## src/rtl/vc_pkg.sv

```systemverilog
// Shared definitions for the two-VC output arbiter: VC encoding, default weights/depth,
// and the registered pop descriptor.
package vc_pkg;
    localparam logic VC0 = 1'b0;
    localparam logic VC1 = 1'b1;

    localparam int DEF_VC0_WEIGHT = 3;
    localparam int DEF_VC1_WEIGHT = 1;
    localparam int DEF_DEST_DEPTH = 16;

    typedef struct packed {
        logic vld;
        logic vc;
    } pop_t;

    // Burst counter must hold the largest weight; never narrower than 2 bits.
    function automatic int burst_width(input int w0, input int w1);
        int m;
        m = (w0 > w1) ? w0 : w1;
        return ($clog2(m + 1) < 2) ? 2 : $clog2(m + 1);
    endfunction
endpackage

```

## src/rtl/vc_credit_counter.sv

```systemverilog
// Downstream credit tracker: a pop consumes a credit, dest_pop returns one.
// A return while already full is flagged (sticky) and the count holds.
module vc_credit_counter
    import vc_pkg::*;
#(
    parameter int DEST_DEPTH = DEF_DEST_DEPTH,
    parameter int CW         = $clog2(DEST_DEPTH + 1)
) (
    input  logic          clk,
    input  logic          reset,
    input  logic          take,
    input  logic          give,
    output logic [CW-1:0] credits,
    output logic          overflow
);
    localparam logic [CW-1:0] FULL = CW'(DEST_DEPTH);

    always_ff @(posedge clk or negedge reset) begin
        if (!reset) begin
            credits  <= FULL;
            overflow <= 1'b0;
        end else begin
            case ({take, give})
                2'b10: credits <= credits - CW'(1);
                2'b01: begin
                    if (credits == FULL) overflow <= 1'b1;
                    else                 credits  <= credits + CW'(1);
                end
                default: ;
            endcase
        end
    end
endmodule

```

## src/rtl/vc_arbiter.sv

```systemverilog
// Two-VC weighted round-robin output arbiter with credit flow control and a 2-cycle
// pop-to-write pipeline. Define VC_ARB_STRICT_PRIO_EN for strict VC0 priority instead.
module vc_arbiter
    import vc_pkg::*;
#(
    parameter int data_width = 6,
    parameter int VC0_WEIGHT = DEF_VC0_WEIGHT,
    parameter int VC1_WEIGHT = DEF_VC1_WEIGHT,
    parameter int DEST_DEPTH = DEF_DEST_DEPTH
) (
    input  logic                  clk,
    input  logic                  reset,
    input  logic                  empty_vc0,
    input  logic                  empty_vc1,
    input  logic [data_width-1:0] data_in_vc0,
    input  logic [data_width-1:0] data_in_vc1,
    input  logic                  dest_pop,
    output logic                  rd_enable_vc0,
    output logic                  rd_enable_vc1,
    output logic                  wr_enable_out,
    output logic [data_width-1:0] data_out,
    output logic                  vc_id_out,
    output logic                  error_arb
);
    localparam int BW = burst_width(VC0_WEIGHT, VC1_WEIGHT);
    localparam int CW = $clog2(DEST_DEPTH + 1);

    logic          owner, owner_nxt;
    logic [BW-1:0] burst_cnt, burst_nxt;
    logic [CW-1:0] credits;
    logic          can_pop, pop, pop_vc;
    pop_t          pop_q;

    assign can_pop = (credits != '0) && reset;

`ifndef VC_ARB_STRICT_PRIO_EN
    logic          owner_ne, other_ne;
    logic [BW-1:0] owner_w;
    assign owner_ne = owner ? !empty_vc1 : !empty_vc0;
    assign other_ne = owner ? !empty_vc0 : !empty_vc1;
    assign owner_w  = owner ? BW'(VC1_WEIGHT) : BW'(VC0_WEIGHT);
`endif

    always_comb begin
        pop       = 1'b0;
        pop_vc    = VC0;
        owner_nxt = owner;
        burst_nxt = burst_cnt;
        if (can_pop) begin
`ifdef VC_ARB_STRICT_PRIO_EN
            if (!empty_vc0) begin
                pop    = 1'b1;
                pop_vc = VC0;
            end else if (!empty_vc1) begin
                pop    = 1'b1;
                pop_vc = VC1;
            end
`else
            if (owner_ne && burst_cnt < owner_w) begin
                pop       = 1'b1;
                pop_vc    = owner;
                burst_nxt = burst_cnt + BW'(1);
            end else if (other_ne) begin
                pop       = 1'b1;
                pop_vc    = !owner;
                owner_nxt = !owner;
                burst_nxt = BW'(1);
            end else if (owner_ne) begin
                // Other VC idle: let the owner continue with a fresh burst.
                pop       = 1'b1;
                pop_vc    = owner;
                burst_nxt = BW'(1);
            end
`endif
        end
    end

    assign rd_enable_vc0 = pop && (pop_vc == VC0);
    assign rd_enable_vc1 = pop && (pop_vc == VC1);

    always_ff @(posedge clk or negedge reset) begin
        if (!reset) begin
            owner     <= VC0;
            burst_cnt <= '0;
        end else begin
            owner     <= owner_nxt;
            burst_cnt <= burst_nxt;
        end
    end

    // FIFO data arrives one cycle after the pop; register it with its source VC.
    always_ff @(posedge clk or negedge reset) begin
        if (!reset) begin
            pop_q         <= '0;
            wr_enable_out <= 1'b0;
            data_out      <= '0;
            vc_id_out     <= 1'b0;
        end else begin
            pop_q         <= '{vld: pop, vc: pop_vc};
            wr_enable_out <= pop_q.vld;
            data_out      <= pop_q.vld ? (pop_q.vc ? data_in_vc1 : data_in_vc0) : '0;
            vc_id_out     <= pop_q.vld & pop_q.vc;
        end
    end

    vc_credit_counter #(
        .DEST_DEPTH (DEST_DEPTH),
        .CW         (CW)
    ) u_credit (
        .clk      (clk),
        .reset    (reset),
        .take     (pop),
        .give     (dest_pop),
        .credits  (credits),
        .overflow (error_arb)
    );
endmodule
```

## config.mk

```make
export PLATFORM = sky130hd
export DESIGN_NAME = vc_arbiter
export DESIGN_NICKNAME = d
export VERILOG_FILES = /design/src/rtl/vc_pkg.sv /design/src/rtl/vc_credit_counter.sv /design/src/rtl/vc_arbiter.sv
export SDC_FILE = /design/constraint.sdc
export NUM_CORES = 1
export LEC_CHECK = 0
export ABC_AREA = 1
export BUFFER_PORTS_ARGS = -buffer_cell sky130_fd_sc_hd__buf_4
export CORE_UTILIZATION = 45
export CTS_CLUSTER_DIAMETER = 60
export CTS_CLUSTER_SIZE = 24
export DETAILED_ROUTE_END_ITERATION = 7
export GPL_TIMING_DRIVEN = 0
export PLACE_DENSITY = 0.72
export SYNTH_ARGS = -nofsm -noshare
export SYNTH_HDL_FRONTEND = slang
export SYNTH_HIERARCHICAL = 1
export SYNTH_SLANG_ARGS = --single-unit
```

## constraint.sdc

```tcl
create_clock -name clk -period 1.8 [get_ports clk]
set_input_delay 0.18 -clock clk [delete_from_list [all_inputs] [get_ports clk]]
set_output_delay 0.18 -clock clk [all_outputs]
set_load 0.01 [all_outputs]
```

After elaboration in Yosys (flattened, before gate mapping)
Cells that the tools add are included.
Widths: inputs -> output; s select.
{ "word_totals": {"register_bits": 19, "input_bits": 17, "out_inout_bits": 11, "word_cells": 52} }
{ "op_classes": {"n_addsub": 3, "order_cmp": 1, "n_eq_ne": 4, "n_mux": 18, "bitwise": 3, "n_reduce_logical": 14} }
{ "op_table": {"columns": ["cell", "n"], "rows": [
  ["$mux 6", 2],
  ["$mux 1", 10],
  ["$pmux 5 s2", 1],
  ["$mux 2", 4],
  ["$reduce_and 2->1", 3],
  ["$add 5x1->5 const B", 1],
  ["$eq 5x5->1 const B", 1],
  ["$mux 5", 1],
  ["$reduce_bool 5->1", 1],
  ["$sub 5x1->5 const B", 1],
  ["$logic_and 1x1->1", 4],
  ["$logic_not 1->1", 3],
  ["$reduce_and 3->1", 1],
  ["$reduce_bool 3->1", 1],
  ["$add 2x1->2 const B", 1],
  ["$eq 2x1->1 const B", 1],
  ["$eq 2x2->1 const B", 1],
  ["$lt 2x2->1", 1],
  ["$ne 2x2->1 const B", 1],
  ["$not 1->1", 2],
  ["$reduce_bool 2->1", 1],
  ["$and 1x1->1", 1]
]} }

Depth between registers and ports, before layout
{ "logic_depth": {"ltp_word": 9, "ltp_mapped": 14, "mapped_depth_nobuf": 14} }

Cells and area by module
Netlist, hierarchy kept.
{ "by_module_without_submodules": {"columns": ["module", "n_inst", "cells_per_inst", "area_per_inst_um2", "seq_area_each_um2"], "rows": [
  ["vc_arbiter", 1, 75, 614.3, 325.3],
  ["vc_credit_counter", 1, 60, 442.9, 151.4]
]} }

Worst setup path after synthesis
OpenSTA, ideal clock, no wires.
{ "synth_path": {"path_type": "register to register", "startpoint": "reg u_credit.credits[1]", "endpoint": "reg u_credit.credits[2]", "setup_time_ns": 0.117, "arrival_time_ns": 1.809, "required_time_ns": 1.683, "slack_ns": -0.127, "stages_incl_launch_ff": 11, "n_path_buf": 0, "synth_period_minus_slack_ns": 1.927, "cell_sequence": "dfrtp_1 nor2_1 nand3_2 nand3_2 inv_1 inv_1 nand2_2 fa_1 or2_2 nand3_1 nand2_1"} }
{ "synth_via": {"elab_chain_len": 6, "word_cells_on_any_way": 13, "cone_classes": "add/sub: 2; eq/ne: 4; mux: 3; reduce/logical: 4"} }
{ "synth_rtl": {"columns": ["item", "line_no", "source"], "rows": [
  ["start: declaration", "vc_credit_counter.sv:13", "output logic [CW-1:0] credits,"],
  ["start signal: assignment", "vc_credit_counter.sv:24", "2'b10: credits <= credits - CW'(1);"],
  ["start signal: assignment", "vc_credit_counter.sv:27", "else credits <= credits + CW'(1);"],
  ["$reduce_bool 5->1 *", "vc_arbiter.sv:34", "assign can_pop = (credits != '0) && reset;"],
  ["$logic_and 1x1->1 *", "vc_arbiter.sv:34", null],
  ["$mux 1 *", "vc_arbiter.sv:49", "if (can_pop) begin"],
  ["net pop", "vc_arbiter.sv:31", "logic can_pop, pop, pop_vc;"],
  ["$eq 2x1->1 / $eq 2x2->1 (equally long branches)", "vc_credit_counter.sv:23", "case ({take, give})"],
  ["$ne 2x2->1 (no source line) / $reduce_bool 2->1 (equally long branches)", null, null],
  ["$reduce_and 2->1 (no source line)", null, null]
]} }
The timed path passes the listed nets; every way through them passes the cells marked *. The select of a mux whose other input is x is not followed.
A chain may end at the register's enable or synchronous reset.

Worst setup path in the final report
{ "layout_path": {"startpoint": "reg u_credit.credits[0]", "endpoint": "reg u_credit.credits[4]"} }
Same word-level chain as after synthesis.

==> results by group <==
Status
  – Outcome: finished with violations
  – Failing checks: setup timing

Pwr
  – Lkg Pwr: 0.826 nW
  – Peak supply drop: 1.14 mV
  – Final Power: 2.31 mW
  – Power Dens Cells: 1480 nW/um^2

Final layout
  – Area occupied by multi-input gates: 614 sq um
  – Register area: 480 sq um
  – Nets: 208
  – Area growth, synth to finish: 47.8%
  – Fillers: 186
  – Ant diodes: 0
  – Finished Layout Cells: 213
  – Final core occ: 70.6%
  – Layout cell share with drive strength beyond 1: 43.8%

Clock network
  – CTS buffer count: 3
  – Worst-Skew Late Latency: 300 ps
  – Clock Sinks: 19
  – H-tree levels: 1
  – Maximum buffer depth of the clock tree: 2
  – Clock-pin slew on the worst setup and hold paths: 120 ps
  – TritonCTS clock tree: built
  – CTS root buf: clkbuf_4

Drt
  – Final antenna-violating net count: 0
  – First-iteration detailed-routing DRC count: 14
  – Routed WL: 2750 um
  – Remaining DRCs: 0
  – DR vias/cell: 5.06
  – Drt pass-1 iters: 4
  – WL/cell: 12.9 um
  – Vias: 1077

STA
  – Max-Slew Margin vs Limit: 44.8%
  – Tightest Pin Transition: 826 ps
  – Final setup viols: 4
  – Final setup TNS: -144 ps
  – Final Max Slew Viols: 0
  – Minimum clock period: 1860 ps
  – RSZ-0062 raised after global routing: yes
  – Final hold vios: 0
  – Post-route setup slack: -57.0 ps
  – F_max: 0.538 GHz
  – Final period utilization: 103%
  – Clk_skew: 2.97 ps

Floorplanning
  – Initial Util: 47.8%
  – Row count: 17
  – Die Area: 2550 sq um
  – Die W: 50.5 um
  – Die H: 50.5 um
  – Core area: 2210 sq um
  – Io pins: 28

Hold path
  – Hold depth: 3
  – Hold EP: data_out[4]$_DFF_PN0_
  – Hold Crit Start: data_in_vc1[4]
  – Hold crit path type: primary input to register

Synthesis
  – Top post-synthesis cells by count: nand2_1, nor2_1, dfrtp_1
  – Synthesized area per cell: 7.83 sq um
  – Post-synthesis sequential area ratio: 45.1%
  – Synth area leaders: dfrtp_1, nand2_1, nor2_1
  – Main synth FF type: dfrtp_1
  – Mapped Nets: 157
  – Post-Syn Instances: 135
  – Synth warn: 6
  – Post-synth ARST share: 100%
  – Netlist cell types: 22
  – Top-area cell type share of the netlist area: 42.6%
  – Dominant cell by count in the synthesized netlist: nand2_1
  – Synthesized area: 1060 sq um
  – Post-synth top area cell: dfrtp_1
  – FF+latch count, synth: 19
  – Post-synth EDFFs: 0

Worst setup path
  – Critical path type: register to register
  – RR Endpoint: u_credit/credits[4]$_DFFE_PN1P_
  – Worst Reg-to-Reg Cells: 14
  – Slowest stage delay, CP: 440 ps
  – Critical R2R Launch: u_credit/credits[0]$_DFFE_PN0P_
  – CP Launch Type: register
  – Critical Path Fanout Max: 5
  – CP Buf/Inv Count: 2
  – Critical path's top delay family: simple AND/OR/NAND/NOR gates
  – Worst setup EP type: register
  – R2R setup slack: -60 ps
  – CP Cell Sequence: nor2_2 > nand3_2 > nand3_4 > inv_4 > inv_2 > nand2_4 > fa_2 > nand2_2 > nand2_2 > nand2_1 > nand3_1 > nand2_1 > nand2_1 > nand2_1
  – Most frequent CP cell: nand2_1
  – Critical Path RT: 2050 ps
  – Critical Path AT: 2110 ps
  – CP max stage cell: dfrtp_2

Global route
  – Vias in the first global route: 1021
  – Global-route usage over all layers: 23.6%
  – First-pass GRT wire length: 4420 um
  – Largest net degree at the start of global routing: 19
  – Antenna violations before repair: 0
  – GRT overflow: 0

Place
  – Pre-CTS WS: -201 ps
  – DP Cell Count: 190
  – # port buffers: 27
  – Post-DP HPWL: 1770 um
  – RePlAce Congestion: 0.831

Flow run
  – Max-cap viol count: 0
## logic make-up (layout without fill, tap and decap cells)
| family | after synthesis | in the layout | synth area share (%) |
|---|---|---|---|
| adder cells (fa/ha/maj) | 5 | 5 | 6.63 |
| buffers and inverters | 14 | 64 | 4.97 |
| flip-flops | 19 | 19 | 45.1 |
| XOR/XNOR | 1 | 1 | 0.829 |
| AO/OA/AOI/OAI | 10 | 10 | 5.68 |
| AND/OR/NAND/NOR | 86 | 86 | 36.8 |
## state kept, by name, indices dropped and copies added (netlist names)
register / flops
u_credit/overflow: 1
pop_q: 2
data_out: 6
owner: 1
vc_id_out: 1
burst_cnt: 2
wr_enable_out: 1
u_credit/credits: 5
## area by class of cell
cell class | instances | area share (%)
inverter | 14 | 3.52
timing repair buffer | 46 | 22.4
clock buffer | 3 | 1.44
sequential | 19 | 30.7
tap | 28 | 2.24
clock inverter | 1 | 0.320
multi-input combinational | 102 | 39.3
## placed cells by master, fill, tap and decap left out, drive strengths merged
master        n
or2           1
a21oi         2
buf          44
o21bai        1
clkinv        1
nand2        43
clkbuf        3
nor2         22
dfstp         1
ha            4
nor3          2
nand4         1
dlygate4sd3   2
fa            1
dfrtp        18
inv          14
xor2          1
nand3        17
o21ai         7
## timing repair
action / 4_1_cts / 5_1_grt
endpoints found under the hold margin: 18 / 0
hold buffers: 2 / 0
cloned: 0 / 0
gates resized for setup: 4 / 7
setup buffers: 11 / 6
pin swaps: 8 / 14
setup endpoints to repair: 6 / 8
## power breakdown
| group | internal, mW | switching, mW | total [mW] |
|---|---|---|---|
| clock network | 0.0828 | 0.141 | 0.223 |
| registers | 0.574 | 0.104 | 0.677 |
| logic | 0.660 | 0.747 | 1.41 |
| total | 1.32 | 0.991 | 2.31 |
## worst max-delay path by stage
stage,startpoint,endpoint,slack (ps),depth (start not counted)
2_1_floorplan,u_credit/credits[0]$_DFFE_PN0P_,u_credit/credits[2]$_DFFE_PN0P_,-30,10
3_3_place_gp,u_credit/credits[0]$_DFFE_PN0P_,u_credit/credits[2]$_DFFE_PN0P_,-150,10
3_5_place_dp,u_credit/credits[0]$_DFFE_PN0P_,u_credit/credits[2]$_DFFE_PN0P_,-200,10
4_1_cts,owner$_DFFE_PN0P_,rd_enable_vc1,-40,5
5_1_grt,u_credit/credits[0]$_DFFE_PN0P_,u_credit/credits[4]$_DFFE_PN1P_,-160,14
6_report,u_credit/credits[0]$_DFFE_PN0P_,u_credit/credits[4]$_DFFE_PN1P_,-60,14
## routing by layer
metal	vias up	track usage, %	wire length [um]
met2	31	39.1	1470
met5	-	0	0
li1	529	-	-
met1	507	28.5	1080
met4	0	12.5	60
met3	10	4.85	145
## stage by stage
step           hold WS, ps  area [sq um]
2_1_floorplan         -116          1100
3_3_place_gp          82.3          1340
3_5_place_dp          87.6          1340
4_1_cts                101          1480
5_1_grt                107          1560
6_report               104          1560
## worst register-to-register path: stages (launching register included)
cell     delay, ps
dfrtp_2        440
nor2_2         130
nand3_2        120
nand3_4        100
inv_4           50
inv_2           60
nand2_4         90
fa_2           400
nand2_2        100
nand2_2         40
nand2_1         70
nand3_1         70
nand2_1         60
nand2_1         40
nand2_1         50
(Power assumes the default switching activity.)
